File: src/rtl/noc_vc_arbiter_pkg.sv
// rtl/noc_vc_arbiter_pkg.sv - shared NoC VC arbiter types and defaults
package Noc_parameters;

    localparam int Noc_VC_Channel     = 4;
    localparam int Noc_VC_Stall_Limit = 1024;

    typedef enum logic {
        ARB_IDLE = 1'b0,
        ARB_LOCK = 1'b1
    } arb_state_e;

endpackage

File: src/rtl/noc_vc_arbiter_if.sv
// rtl/noc_vc_arbiter_if.sv - per-VC flit markers, accept strobe and grant bundle
interface noc_vc_arbiter_if
    import Noc_parameters::*;
#(
    parameter int CHANNELS = Noc_VC_Channel
);

    logic [CHANNELS-1:0] i_valid;
    logic [CHANNELS-1:0] i_head;
    logic [CHANNELS-1:0] i_tail;
    logic                i_accept;
    logic [CHANNELS-1:0] o_vc_grant;
    logic                o_busy;
    logic                o_stall_err;

    modport master (
        output i_valid, i_head, i_tail, i_accept,
        input  o_vc_grant, o_busy, o_stall_err
    );

    modport slave (
        input  i_valid, i_head, i_tail, i_accept,
        output o_vc_grant, o_busy, o_stall_err
    );

endinterface

File: src/rtl/noc_vc_arbiter_rr_pick.sv
// rtl/noc_vc_arbiter_rr_pick.sv - combinational round-robin pick (module noc_rr_pick)
module noc_rr_pick #(
    parameter int CHANNELS = 4,
    parameter int IW       = 2
) (
    input  logic [CHANNELS-1:0] req_i,
    input  logic [IW-1:0]       ptr_i,
    output logic [CHANNELS-1:0] grant_o,
    output logic [IW-1:0]       idx_o,
    output logic                any_o
);

    logic [IW:0]         start;
    logic [IW:0]         sum;
    logic [CHANNELS-1:0] rot;

    assign start = {1'b0, ptr_i} + (IW+1)'(1);

    // Rotate via the doubled request vector so bit 0 of rot is VC (ptr+1) mod CHANNELS.
    always_comb begin
        rot     = CHANNELS'({req_i, req_i} >> start);
        any_o   = 1'b0;
        sum     = '0;
        idx_o   = '0;
        grant_o = '0;
        for (int k = 0; k < CHANNELS; k++) begin
            if (!any_o && rot[k]) begin
                any_o = 1'b1;
                sum   = start + (IW+1)'(k);
            end
        end
        if (sum >= (IW+1)'(CHANNELS)) begin
            sum = sum - (IW+1)'(CHANNELS);
        end
        idx_o = sum[IW-1:0];
        if (any_o) begin
            grant_o[idx_o] = 1'b1;
        end
    end

endmodule

File: src/rtl/noc_vc_arbiter.sv
// rtl/noc_vc_arbiter.sv - packet-locked round-robin VC grant; optional watchdog via NOC_VC_ARB_WATCHDOG_EN
module noc_vc_arbiter
    import Noc_parameters::*;
#(
    parameter int CHANNELS    = Noc_VC_Channel,
    parameter int STALL_LIMIT = Noc_VC_Stall_Limit
) (
    input  logic            noc_clk,
    input  logic            noc_rst,
    noc_vc_arbiter_if.slave bus
);

    localparam int IW = (CHANNELS > 1) ? $clog2(CHANNELS) : 1;

    if (CHANNELS < 2 || STALL_LIMIT < 1) begin : g_bad_cfg
        $error("noc_vc_arbiter: CHANNELS must be >= 2 and STALL_LIMIT >= 1");
    end

    arb_state_e          state_q, state_d;
    logic [CHANNELS-1:0] grant_q, grant_d;
    logic [IW-1:0]       ptr_q, ptr_d;

    logic [CHANNELS-1:0] req;
    logic [CHANNELS-1:0] pick_grant;
    logic [IW-1:0]       pick_idx;
    logic                pick_any;
    logic                tail_done;

    assign req       = bus.i_valid & bus.i_head;
    assign tail_done = bus.i_accept && |(grant_q & bus.i_tail);

    // ptr_q already names the current holder, so at a tail it gets lowest priority.
    noc_rr_pick #(
        .CHANNELS (CHANNELS),
        .IW       (IW)
    ) u_pick (
        .req_i   (req),
        .ptr_i   (ptr_q),
        .grant_o (pick_grant),
        .idx_o   (pick_idx),
        .any_o   (pick_any)
    );

    always_comb begin
        state_d = state_q;
        grant_d = grant_q;
        ptr_d   = ptr_q;
        case (state_q)
            ARB_IDLE: begin
                if (pick_any) begin
                    grant_d = pick_grant;
                    ptr_d   = pick_idx;
                    state_d = ARB_LOCK;
                end
            end
            ARB_LOCK: begin
                if (tail_done) begin
                    if (pick_any) begin
                        grant_d = pick_grant;
                        ptr_d   = pick_idx;
                    end else begin
                        grant_d = '0;
                        state_d = ARB_IDLE;
                    end
                end
            end
            default: begin
                grant_d = '0;
                state_d = ARB_IDLE;
            end
        endcase
    end

    always_ff @(posedge noc_clk) begin
        if (noc_rst) begin
            state_q <= ARB_IDLE;
            grant_q <= '0;
            ptr_q   <= IW'(CHANNELS - 1);
        end else begin
            state_q <= state_d;
            grant_q <= grant_d;
            ptr_q   <= ptr_d;
        end
    end

    assign bus.o_vc_grant = grant_q;
    assign bus.o_busy     = (state_q == ARB_LOCK);

`ifdef NOC_VC_ARB_WATCHDOG_EN
    localparam int             CW    = $clog2(STALL_LIMIT + 1);
    localparam logic [CW-1:0]  LIMIT = CW'(STALL_LIMIT);

    logic [CW-1:0] wd_cnt_q, wd_cnt_d;
    logic          stall_err_q, stall_err_d;

    always_comb begin
        wd_cnt_d = wd_cnt_q;
        if (state_q == ARB_IDLE || bus.i_accept) begin
            wd_cnt_d = '0;
        end else if (wd_cnt_q != LIMIT) begin
            wd_cnt_d = wd_cnt_q + CW'(1);
        end
        stall_err_d = stall_err_q | (wd_cnt_d == LIMIT);
    end

    always_ff @(posedge noc_clk) begin
        if (noc_rst) begin
            wd_cnt_q    <= '0;
            stall_err_q <= 1'b0;
        end else begin
            wd_cnt_q    <= wd_cnt_d;
            stall_err_q <= stall_err_d;
        end
    end

    assign bus.o_stall_err = stall_err_q;
`else
    assign bus.o_stall_err = 1'b0;
`endif

endmodule

File: src/flat_wrapper.sv
// flat-port wrapper written by rule: the top's interface ports become plain ports
module noc_vc_arbiter_flat import Noc_parameters::*;
#(
    parameter int CHANNELS    = Noc_VC_Channel,
    parameter int STALL_LIMIT = Noc_VC_Stall_Limit
)
  (noc_clk, noc_rst, bus_i_valid, bus_i_head, bus_i_tail, bus_i_accept, bus_o_vc_grant, bus_o_busy, bus_o_stall_err);
  noc_vc_arbiter_if #(.CHANNELS(CHANNELS)) bus_i ();
  input  logic noc_clk;
  input  logic noc_rst;
  input wire logic [$bits(bus_i.i_valid)-1:0] bus_i_valid;
  input wire logic [$bits(bus_i.i_head)-1:0] bus_i_head;
  input wire logic [$bits(bus_i.i_tail)-1:0] bus_i_tail;
  input wire logic [$bits(bus_i.i_accept)-1:0] bus_i_accept;
  output wire logic [$bits(bus_i.o_vc_grant)-1:0] bus_o_vc_grant;
  output wire logic [$bits(bus_i.o_busy)-1:0] bus_o_busy;
  output wire logic [$bits(bus_i.o_stall_err)-1:0] bus_o_stall_err;
  assign bus_i.i_valid = bus_i_valid;
  assign bus_i.i_head = bus_i_head;
  assign bus_i.i_tail = bus_i_tail;
  assign bus_i.i_accept = bus_i_accept;
  assign bus_o_vc_grant = bus_i.o_vc_grant;
  assign bus_o_busy = bus_i.o_busy;
  assign bus_o_stall_err = bus_i.o_stall_err;
  noc_vc_arbiter #(.CHANNELS(CHANNELS), .STALL_LIMIT(STALL_LIMIT)) u_core (.noc_clk(noc_clk), .noc_rst(noc_rst), .bus(bus_i));
endmodule
File: config.mk
export PLATFORM = sky130hd
export DESIGN_NAME = noc_vc_arbiter_flat
export DESIGN_NICKNAME = d
export VERILOG_FILES = /design/src/rtl/noc_vc_arbiter_pkg.sv /design/src/rtl/noc_vc_arbiter_if.sv /design/src/rtl/noc_vc_arbiter_rr_pick.sv /design/src/rtl/noc_vc_arbiter.sv /design/src/flat_wrapper.sv
export SDC_FILE = /design/constraint.sdc
export NUM_CORES = 1
export LEC_CHECK = 0
export ABC_AREA = 1
export CORE_UTILIZATION = 45
export CTS_CLUSTER_SIZE = 20
export DETAILED_ROUTE_END_ITERATION = 8
export GPL_TIMING_DRIVEN = 0
export PLACE_DENSITY = 0.76
export SYNTH_ARGS = -nofsm -noshare
export SYNTH_HDL_FRONTEND = slang
export SYNTH_SLANG_ARGS = --single-unit
File: constraint.sdc
create_clock -name noc_clk -period 2.5 [get_ports noc_clk]
set_input_delay 0.375 -clock noc_clk [delete_from_list [all_inputs] [get_ports noc_clk]]
set_output_delay 0.375 -clock noc_clk [all_outputs]
set_load 0.1 [all_outputs]
==> metrics.md <==
| Metric | Value |
|---|---|
| Status | `finished, final reports clean` |
| Syn-to-layout area delta | `39.3%` |
| Initial Util | `0.511` |
| # hold bufs at CTS | `0` |
| # diodes | `0` |
| Nets@finish | `133` |
| Antenna viol nets, final | `0` |
| # fillers | `108` |
| Asr flop ratio synth | `0` |
| TritonCTS Buffers | `3` |
| Worst EP required | `2120 ps` |
| Power Internal | `452 µW` |
| Yosys cell types | `21` |
| Min Clock Period, post-route | `2190 ps` |
| Clock Skew | `1.30 ps` |
| Worst setup margin | `308 ps` |
| Post-CTS resize count | `0` |
| Final GP Congestion | `0.850` |
| CP bufs+invs | `1` |
| Chip Height | `38.5 µm` |
| Net Count, Synth | `109` |
| Cells along the critical path | `clkdlybuf4s50_1` |
| Most instantiated cells after synthesis | `nand2_1, nand3_1, a21oi_1, dfxtp_1, inv_1` |
| First-pass GRT wire length | `2.41 mm` |
| Layout cells sized above 1 | `0.171` |
| Yosys top cell by area | `dfxtp_1` |
| Post-synthesis average cell area | `6.36 µm²` |
| Mapped Area | `598 µm²` |
| Fin crit share | `0.877` |
| Via count | `669` |
| Crit-path slowest cell | `clkdlybuf4s50_1` |
| Yosys reg bits | `7` |
| Delay-heaviest family, CP | `buffers and inverters` |
| CTS tree | `yes` |
| Clk buf depth | `2` |
| Syn Inst Count | `94` |
| Unrepaired setup endpoints after global routing | `false` |
| Post-DR wirelength/cell | `10.5 µm` |
| Register share of total power | `0.176` |
| Worst-Skew Late Latency | `260 ps` |
| Grt ovf | `0` |
| Most frequent cell after synthesis | `nand2_1` |
| Die width | `38.5 µm` |
| Final Hold Fails | `0` |
| Die Footprint | `1480 µm²` |
| CP peak stage delay | `1160 ps` |
| Final Cell Area | `833 µm²` |
| Vias in the first global route | `587` |
| Hold crit path type | `reg -> reg` |
| Final core occ | `0.712` |
| DRT iter0 DRCs | `16` |
| Leakage | `0.385 nW` |
| Detailed placer's ending HPWL | `1.12 mm` |
| P_sw | `623 µW` |
| Initial antenna violation count | `0` |
| Clock root cell | `clkbuf_4` |
| Achievable Freq | `456 MHz` |
| Switching share of total power | `0.579` |
| Fin. max-slew vios | `0` |
| I/O Pins | `21` |
| CP Capture Type | `output pin` |
| Total GRT Usage | `0.238` |
| Iteration count of the initial detailed-routing pass | `4` |
| Post-synth top flop | `dfxtp_1` |
| Post-DP Area | `806 µm²` |
| Clock Sinks | `7` |
| Max Fanout on Critical Path | `4` |
| Pwr Density | `1290 nW/µm²` |
| Row cnt | `12` |
| Postcts setup bufs | `0` |
| Clock-pin slew on the worst setup and hold paths | `60 ps` |
| DR vias/cell | `5.11` |
| Synth area leaders | `dfxtp_1, nand2_1, nand3_1` |
| Final setup fails | `0` |
| Setup CP Type | `reg -> out` |
| Worst-Margin Slew | `969 ps` |
| Place WS | `575 ps` |
| Top cell type's share of synthesized area | `0.234` |
| Core area | `1170 µm²` |
| Max-cap violations | `0` |
| Reg2reg setup slack | `870 ps` |
| Post-route DRC | `0` |
| Post-synth EDFFs | `0` |
| H-tree depth | `1` |
| Share of total power in the clock network | `0.098` |
| Crit start category | `flip-flop` |
| Gate power share | `0.725` |
| Yosys warnings | `0` |
| Sequential fraction of the synthesis area | `0.234` |
| IR drop worst, VDD | `0.692 mV` |
| Relative slew slack | `0.352` |
| IO Port Bufs | `19` |
| Largest net degree at the start of global routing | `10` |
| TNS Setup | `0 ps` |
| Post-Route WL | `1.37 mm` |
| CP arrival | `1820 ps` |
-- through the flow --
| step | power, mW | hold WS, ps | instances |
|---|---|---|---|
| 2_1_floorplan | 0.812 | 444 | 94 |
| 3_3_place_gp | 0.958 | 472 | 127 |
| 3_5_place_dp | 0.969 | 479 | 127 |
| 4_1_cts | 1.08 | 487 | 131 |
| 5_1_grt | 1.17 | 511 | 131 |
| 6_report | 1.07 | 486 | 131 |
-- cells in the final DEF, fill, tap and decap left out, drive strengths merged --
master | Yosys | layout
nand2 | 35 | 35
clkdlybuf4s50 | 0 | 19
nand3 | 18 | 18
inv | 8 | 8
a21oi | 7 | 7
dfxtp | 7 | 7
nor2 | 5 | 5
nand4 | 3 | 3
clkbuf | 0 | 3
o21ai | 3 | 3
nand3b | 2 | 2
buf | 2 | 2
xnor2 | 1 | 1
o211ai | 1 | 1
o21a | 1 | 1
conb | 1 | 1
clkinv | 0 | 1
-- cell type report --
cell class / instances / area (µm²) / area share
Multi-Input combinational cell: 77 / 415 / 0.498
Timing Repair Buffer: 19 / 190 / 0.228
Sequential cell: 7 / 140 / 0.168
Inverter: 8 / 30.0 / 0.0360
Clock buffer: 3 / 22.5 / 0.0270
Tap cell: 14 / 17.5 / 0.0210
Buffer: 2 / 12.5 / 0.0150
Clock inverter: 1 / 5.00 / 0.00601
-- layer usage --
| layer | GRT usage | wire length, µm | part of all wire | up-vias |
|---|---|---|---|---|
| met3 | 0.0698 | 82 | 0.060 | 2 |
| met5 | 0 | 0 | 0 | - |
| li1 | - | - | - | 358 |
| met4 | 0.0776 | 10 | 0.0073 | 0 |
| met2 | 0.331 | 593 | 0.43 | 17 |
| met1 | 0.348 | 687 | 0.50 | 292 |
-- flip-flops by register name (all words and copies together) (netlist names) --
| name | cells |
|---|---|
| u_core.bus.o_vc_grant | 4 |
| u_core.bus.o_busy | 1 |
| u_core.ptr_q | 2 |
-- power groups by stage --
| stage | Sequential [mW] | Combinational [mW] | Clock, mW |
|---|---|---|---|
| after floorplan | 0.378 | 0.434 | 0 |
| after global placement | 0.189 | 0.769 | 0 |
| after detailed placement | 0.192 | 0.777 | 0 |
| after CTS | 0.189 | 0.781 | 0.110 |
| after global routing | 0.195 | 0.857 | 0.114 |
| final | 0.189 | 0.779 | 0.106 |
-- final timing paths --
| check | from | end | cells past startpoint |
|---|---|---|---|
| max | u_core.bus.o_busy | bus_o_busy | 1 |
| min | u_core.bus.o_vc_grant[3] | u_core.bus.o_vc_grant[3] | 2 |
| max reg2reg | u_core.ptr_q[0] | u_core.bus.o_vc_grant[2] | 9 |
| min reg2reg | u_core.bus.o_vc_grant[3] | u_core.bus.o_vc_grant[3] | 2 |
-- kinds of logic after synthesis --
group | count (synthesis) | synth area share
other | 1 | 0.00627
DFF | 7 | 0.234
and+or+nand+nor | 63 | 0.546
buffers and inverters | 10 | 0.0711
AOI/OAI and AO/OA | 12 | 0.128
xor gates and xnor gates | 1 | 0.0146
-- tightest hold or removal path: cells and delay by family, from the launching register on --
kind               cells  cell delay (ps)
AOI/OAI and AO/OA      1               50
DFF                    1              320
and+or+nand+nor        1               70
Power figures use the tool's default switching activity.
